<file path="src/rtl/pc_stack_unit.sv">
// pc_stack_unit: program counter with a LIFO return-address stack.
// Each enabled cycle picks the next PC from {JUMP,SUB}: sequential step,
// absolute jump, subroutine call (push PC+1) or return (pop). Stack status
// is reported through SP, EMPTY/FULL and sticky overflow/underflow flags.
module pc_stack_unit #(
  parameter int                 ADDR_W       = 11,
  parameter int                 DEPTH        = 8,
  parameter logic [ADDR_W-1:0]  RESET_VECTOR = '0
) (
  input  logic                       CLK,
  input  logic                       RESET,
  input  logic                       EN,
  input  logic                       JUMP,
  input  logic                       SUB,
  input  logic [ADDR_W-1:0]          TARGET,
  output logic [ADDR_W-1:0]          PC,
  output logic [$clog2(DEPTH+1)-1:0] SP,
  output logic                       STACK_EMPTY,
  output logic                       STACK_FULL,
  output logic                       STACK_OVF,
  output logic                       STACK_UNF
);

  localparam int SP_W  = $clog2(DEPTH + 1);
  localparam int IDX_W = $clog2(DEPTH);
  localparam logic [SP_W-1:0] SP_MAX = SP_W'(DEPTH);

  // {JUMP,SUB} encodings as delivered by the branch-decision block
  typedef enum logic [1:0] {
    ACT_NEXT = 2'b00,
    ACT_RET  = 2'b01,
    ACT_JMP  = 2'b10,
    ACT_BSR  = 2'b11
  } act_e;

  // Sequential successor of an address; wraps all-ones back to zero.
  function automatic logic [ADDR_W-1:0] pc_wrap_inc(input logic [ADDR_W-1:0] a);
    return a + ADDR_W'(1);
  endfunction

  // Registered state
  logic [ADDR_W-1:0] pc_p1;
  logic [SP_W-1:0]   sp_p1;
  logic              ovf_p1;
  logic              unf_p1;
  logic [ADDR_W-1:0] stack_mem [DEPTH];

  // Next-state values
  logic [ADDR_W-1:0] pc_nxt;
  logic [SP_W-1:0]   sp_nxt;
  logic              ovf_nxt;
  logic              unf_nxt;
  logic              push_en;
  logic [ADDR_W-1:0] push_data;

  act_e              act;
  logic [ADDR_W-1:0] pc_inc;
  logic [ADDR_W-1:0] stack_top;
  logic [IDX_W-1:0]  wr_idx;
  logic [IDX_W-1:0]  rd_idx;
  logic              sp_is_full;
  logic              sp_is_empty;

  assign act         = act_e'({JUMP, SUB});
  assign pc_inc      = pc_wrap_inc(pc_p1);
  assign sp_is_full  = (sp_p1 == SP_MAX);
  assign sp_is_empty = (sp_p1 == '0);
  // Push slot is SP itself (only used while SP<DEPTH); pop slot is SP-1.
  assign wr_idx      = IDX_W'(sp_p1);
  assign rd_idx      = IDX_W'(sp_p1 - SP_W'(1));
  assign stack_top   = stack_mem[rd_idx];

  // Decode the retired instruction's control action into next PC/SP/flags
  always_comb begin
    pc_nxt    = pc_p1;
    sp_nxt    = sp_p1;
    ovf_nxt   = ovf_p1;
    unf_nxt   = unf_p1;
    push_en   = 1'b0;
    push_data = pc_inc;
    if (EN) begin
      unique case (act)
        ACT_NEXT: pc_nxt = pc_inc;
        ACT_JMP:  pc_nxt = TARGET;
        ACT_BSR: begin
          if (sp_is_full) begin
            // Call suppressed: execution falls through to the next address.
            ovf_nxt = 1'b1;
            pc_nxt  = pc_inc;
          end else begin
            push_en = 1'b1;
            sp_nxt  = sp_p1 + SP_W'(1);
            pc_nxt  = TARGET;
          end
        end
        ACT_RET: begin
          if (sp_is_empty) begin
            unf_nxt = 1'b1;
            pc_nxt  = pc_inc;
          end else begin
            sp_nxt  = sp_p1 - SP_W'(1);
            pc_nxt  = stack_top;
          end
        end
        default: pc_nxt = pc_inc;
      endcase
    end
  end

  // ---- stage boundary: control state register (PC, SP, sticky flags) ----
  always_ff @(posedge CLK) begin
    if (RESET) begin
      pc_p1  <= RESET_VECTOR;
      sp_p1  <= '0;
      ovf_p1 <= 1'b0;
      unf_p1 <= 1'b0;
    end else begin
      pc_p1  <= pc_nxt;
      sp_p1  <= sp_nxt;
      ovf_p1 <= ovf_nxt;
      unf_p1 <= unf_nxt;
    end
  end

  // Return-address storage; contents are not cleared by reset
  always_ff @(posedge CLK) begin
    if (push_en && !RESET) begin
      stack_mem[wr_idx] <= push_data;
    end
  end

  assign PC          = pc_p1;
  assign SP          = sp_p1;
  assign STACK_EMPTY = sp_is_empty;
  assign STACK_FULL  = sp_is_full;
  assign STACK_OVF   = ovf_p1;
  assign STACK_UNF   = unf_p1;

endmodule

</file>
<file path="config.mk">
export PLATFORM = sky130hd
export DESIGN_NAME = pc_stack_unit
export DESIGN_NICKNAME = d
export VERILOG_FILES = /design/src/rtl/pc_stack_unit.sv
export SDC_FILE = /design/constraint.sdc
export NUM_CORES = 1
export LEC_CHECK = 0
export ABC_CLOCK_PERIOD_IN_PS = 9400
export BUFFER_PORTS_ARGS = -buffer_cell sky130_fd_sc_hd__buf_4
export CORE_MARGIN = 5
export CORE_UTILIZATION = 50
export DETAILED_ROUTE_END_ITERATION = 10
export PLACE_DENSITY = 0.66
export SYNTH_ARGS = -nofsm -noshare
export SYNTH_HDL_FRONTEND = slang
export SYNTH_SLANG_ARGS = --single-unit
</file>
<file path="constraint.sdc">
create_clock -name CLK -period 9.4 [get_ports CLK]
set_input_delay 1.88 -clock CLK [delete_from_list [all_inputs] [get_ports CLK]]
set_output_delay 1.88 -clock CLK [all_outputs]
set_load 0.1 [all_outputs]
</file>
==> flow_metrics.tcl, run 1 <==
set metrics [dict create \
    leakage_nw 1.783 \
    io-pin-count 35 \
    postCtsSetupBuffers 0 \
    hold_viol 0 \
    final_core_util 0.5683 \
    netlist_instances 313 \
    num_vias 2758 \
    die_h_um 107.0 \
    syn-cell-area_um2 4702 \
    core_um2 9196 \
    final.setup.worst_slack_ns 5.669 \
    drive_gt1_frac 0.2586 \
    routedWlPerCell_um 23.41 \
    wl_um 10740 \
    critPathKind "reg2out" \
    tns_ns 0 \
    synth_top_area_cell "edfxtp_1" \
    synth-edff-count 88 \
    setup_viol 0 \
    wl_met2_um 5201 \
    wl_met1_um 4797 \
    instances_no_fill 459 \
    gp_congestion 0.8335 \
    met3WireLength_um 639 \
    final_area_um2 5226 \
    portBuffers 34 \
    ys_top_cells_by_count "edfxtp_1, nand2_1, nor2_1, mux4_2, dfxtp_1" \
    postPlaceCellArea_um2 5020 \
    grt_max_degree 27 \
    synth_nets 333 \
    synth_most_common_cell "edfxtp_1" \
    initial_core_util 0.5113 \
    cts_buffer_depth 2 \
    synth_seq_cells 105 \
    grt_util_all_layers 0.1980 \
    post-dp-hpwl_um 7489 \
    antenna_cells 0 \
    synth_warnings 0 \
    syn2layout_area_growth_pct 11.15 \
    cts_max_level 3 \
    slew_violations 0 \
    seq_area_frac_synth 0.6344 \
    cts_buffers 9 \
    cp_max_fo 9 \
    cts_sinks 105 \
    whs_ns 0.4909 \
    insertion_delay_ns 0.37 \
    dr.first_iter.drc_count 236 \
    cts_hold_buf 0 \
    firstDrtPassIters 4 \
    synth_area_leaders "edfxtp_1, mux4_2, dfxtp_1" \
    p_total_uw 996.9 \
    rsz0062_at_grt "false" \
    worstSetupStartpointType "flop" \
    critPathRequiredTime_ns 7.52 \
    die_width_um 107.0 \
    fillers 748 \
    fin_nets 363 \
    die_area_um2 11440 \
    worstMarginPinSlew_ns 1.026 \
    cts-resized-gates 0 \
    synth_top_area_share 0.5620 \
    ys.flop_type "edfxtp_1" \
    globalRoute.totalOverflow 0 \
    clk_pin_slew_ns 0.10 \
    clockRootBuffer "clkbuf_8" \
    num_rows 35 \
    viasPerCell 6.009 \
    grt_pass1_wl_um 16550 \
    critPathArrivalTime_ns 1.85 \
    period_needed_ns 3.731 \
    drc 0 \
    synth_cell_types 54 \
    hold_path.class "reg2reg" \
    timing.slew.headroom 0.3131 \
    outcome "completed" \
    drv_cap 0 \
    antenna_found_initial 0 \
    place_inst 443 \
    p_per_area_nw_per_um2 190.7 \
    skew_ns 0.008614 \
    post-route-period-util 0.3969 \
    crit_path_end_kind "primary output" \
    clock.fmax_ghz 0.2680 \
    top_layer "met4" \
    avgSynthCellArea_um2 15.02 \
    cts_tree "yes" \
    synthArstFlopShare 0 \
    ir_drop_mv 0.1075 \
    ant_nets 0 \
    first_global_vias 2753 \
    dpl_worst_slack_ns 5.541 \
]
==> worst max-delay path, stage by stage (launching register included) <==
cell	delay [ns]
dfxtp_1	0.58
inv_1	0.16
ha_1	0.23
and3b_1	0.25
buf_4	0.26
==> power breakdown <==
part           switching, mW  internal, mW  total (mW)
registers             0.0109         0.515       0.526
logic                  0.118        0.0595       0.178
clock network          0.163         0.130       0.293
total                  0.292         0.705       0.997
==> flip-flops by register name, indices dropped and copies added (netlist names) <==
register   flops
PC            11
stack_mem     88
STACK_UNF      1
STACK_OVF      1
SP             4
==> cells in the final DEF (no fill, tap or decap), types with 2 or more instances in the layout <==
| master | count |
|---|---|
| a311oi_1 | 2 |
| a211oi_1 | 2 |
| buf_4 | 36 |
| o21ai_0 | 8 |
| o211a_1 | 3 |
| a41oi_1 | 3 |
| nor3_2 | 4 |
| and3_1 | 4 |
| nand2_1 | 25 |
| clkbuf_8 | 9 |
| inv_6 | 3 |
| inv_1 | 7 |
| nor3_1 | 2 |
| mux2i_1 | 4 |
| xnor2_1 | 6 |
| a21boi_1 | 2 |
| nor2b_1 | 2 |
| dfxtp_1 | 17 |
| nand2b_1 | 4 |
| a31oi_1 | 7 |
| nand3_1 | 10 |
| a21oi_1 | 4 |
| nor2_1 | 20 |
| o31a_1 | 2 |
| mux4_2 | 19 |
| xor2_1 | 8 |
| mux2_2 | 9 |
| o2111ai_1 | 5 |
| ha_1 | 4 |
| o21ai_1 | 2 |
| inv_8 | 2 |
| edfxtp_1 | 88 |
| nor4_1 | 2 |
==> cells by family after synthesis <==
family / Yosys count / synth area share
multiplexers: 33 / 0.1267
adder cells (fa/ha/maj): 4 / 0.01064
XOR/XNOR: 15 / 0.03193
flip-flops: 105 / 0.6344
AO/OA/AOI/OAI: 50 / 0.08116
buffers and inverters: 25 / 0.02794
AND/OR/NAND/NOR: 81 / 0.08728
==> final cells by class <==
type,count,area [um^2],share of cell area
Sequential cell,105,2983,0.5707
Clock inverter,6,78.83,0.01508
Timing Repair Buffer,36,270.3,0.05171
Inverter,8,30.03,0.005746
Clock buffer,10,127.6,0.02442
Multi-Input combinational cell,183,1598,0.3057
Tap cell,111,138.9,0.02657
==> layer usage <==
layer,track usage,vias up
li1,-,1283
met3,0.03913,10
met2,0.3062,84
met1,0.2908,1381
met4,0.04932,0
met5,0,-
==> path summary, 6_finish.rpt <==
path / cells after the start / slack [ns] / endpoint / startpoint
setup reg to reg: 7 / 6.39 / stack_mem[3][4] / SP[1]
hold reg to reg: 2 / 0.49 / STACK_UNF / STACK_UNF
setup / recovery: 4 / 5.67 / STACK_FULL / SP[1]
hold / removal: 2 / 0.49 / STACK_UNF / STACK_UNF
No activity file was read; power rests on OpenSTA's default activity.
==> run 2, diff against run 1 <==
Settings changed: ABC_CLOCK_PERIOD_IN_PS 9400 to 3770.
Clock period 9.4 ns to 3.77 ns, I/O delays scaled along.
==> flow_metrics.tcl, run 2 (synthesis gave the netlist of run 1 again) <==
set metrics [dict create \
    io-pin-count 35 \
    critPathRequiredTime_ns 3.86 \
    cts_tree "yes" \
    largest_reg_flops 88 \
    layout_common_cells "edfxtp_1, buf_4, nand2_1" \
    die_area_um2 11440 \
    post-route-period-util 0.7298 \
    die_h_um 107.0 \
    largest_register "stack_mem" \
    core_um2 9196 \
    postCtsSetupBuffers 0 \
    post-dp-hpwl_um 7264 \
    fin_nets 377 \
    clock.fmax_ghz 0.3634 \
    num_rows 35 \
    multi_input_area_um2 1598 \
    outcome "completed" \
    insertion_delay_ns 0.37 \
    ant_nets 0 \
    hold_path.class "reg2reg" \
    min_from "STACK_UNF" \
    num_vias 2809 \
    leakage_nw 1.867 \
    grt_pass1_wl_um 16280 \
    worstSetupStartpointType "flop" \
    reg2reg_to "stack_mem[1][5]" \
    rsz0062_at_grt "false" \
    critPathKind "reg2reg" \
    reg2regPathDepth 8 \
    tns_ns 0 \
    antenna_found_initial 0 \
    clk_pin_slew_ns 0.11 \
    crit_path_end_kind "flop" \
    cts_sinks 105 \
    ir_drop_mv 0.2668 \
    p_per_area_nw_per_um2 472.2 \
    viasPerCell 5.939 \
    period_needed_ns 2.752 \
    syn2layout_area_growth_pct 14.00 \
    gp_congestion 0.7981 \
    slew_violations 0 \
    cp_max_fo 9 \
    fillers 759 \
    p_total_mw 2.531 \
    die_width_um 107.0 \
    firstDrtPassIters 4 \
    r2r_slack_ns 1.02 \
    cts_buffers 9 \
    dr.first_iter.drc_count 188 \
    grt_util_all_layers 0.1939 \
    first_global_vias 2862 \
    globalRoute.totalOverflow 0 \
    cts_buffer_depth 2 \
    antenna_cells 0 \
    drc 0 \
    grt_max_degree 27 \
    timing.slew.headroom 0.5179 \
    skew_ns 0.01443 \
    cts-resized-gates 0 \
    final_common_cell "edfxtp_1" \
    wl_um 10480 \
    drive_gt1_frac 0.2928 \
    min_path_cells 2 \
    routedWlPerCell_um 22.15 \
    hold_path_end "STACK_UNF" \
    portBuffers 34 \
    initial_core_util 0.5113 \
    cts_max_level 3 \
    worstMarginPinSlew_ns 0.7207 \
    whs_ns 0.4844 \
    critPathArrivalTime_ns 2.84 \
    hold_viol 0 \
    setup_viol 0 \
    clockRootBuffer "clkbuf_8" \
    cts_hold_buf 0 \
    rr_startpoint "SP[1]" \
    regArea_um2 2984 \
    drv_cap 0 \
]
[run 2: cell type report]
class,count,share of cell area
flip-flops and latches,105,0.5567
multi-input cells,183,0.2981
repair buffers,50,0.07003
well taps,111,0.02591
clock buffers,9,0.02311
clock inverters,7,0.02054
inverters,8,0.005602
[run 2: power breakdown]
group          switching (mW)  total (mW)  internal [mW]
Clock                   0.405       0.792          0.387
Sequential             0.0262        1.31           1.28
Combinational           0.278       0.429          0.151
Total                   0.710        2.53           1.82
[run 2: worst max path at each step]
stage | to | slack, ns | startpoint
floorplan | stack_mem[1][0] | 0.23 | SP[0]
global placement | stack_mem[0][0] | 1.15 | SP[0]
detailed placement | stack_mem[1][0] | 1.08 | SP[1]
CTS | stack_mem[0][10] | 1.04 | SP[1]
global route | stack_mem[1][5] | 0.86 | SP[1]
finish | stack_mem[1][5] | 1.02 | SP[1]
[run 2: routing by layer]
metal  up-vias  share of wire  track usage  wire length, um
met5         -         0.0035      0.03810               37
met4         2         0.0099      0.04932              104
met2        73           0.49       0.3121             5169
met3        13          0.063      0.04094              658
met1      1414           0.43       0.2679             4506
li1       1307              -            -                -
[run 2: stage by stage]
stage	cell area [um^2]	std cells	util	setup WS, ns
CTS	5360	473	0.5829	1.044
floorplan	4703	313	-	0.2276
global route	5360	473	0.5829	0.8576
global placement	5126	457	0.5574	1.149
detailed placement	5126	457	0.5574	1.078
finish	5360	473	0.5829	1.018
[run 2: critical path, cell delays in order (launching register included)]
cell      delay [ns]
dfxtp_1         0.51
inv_1           0.14
ha_1            0.22
and3b_1         0.24
nand2b_4        0.18
nor3_2          0.18
nand2_1         0.14
nor3_2          0.58
buf_4           0.28
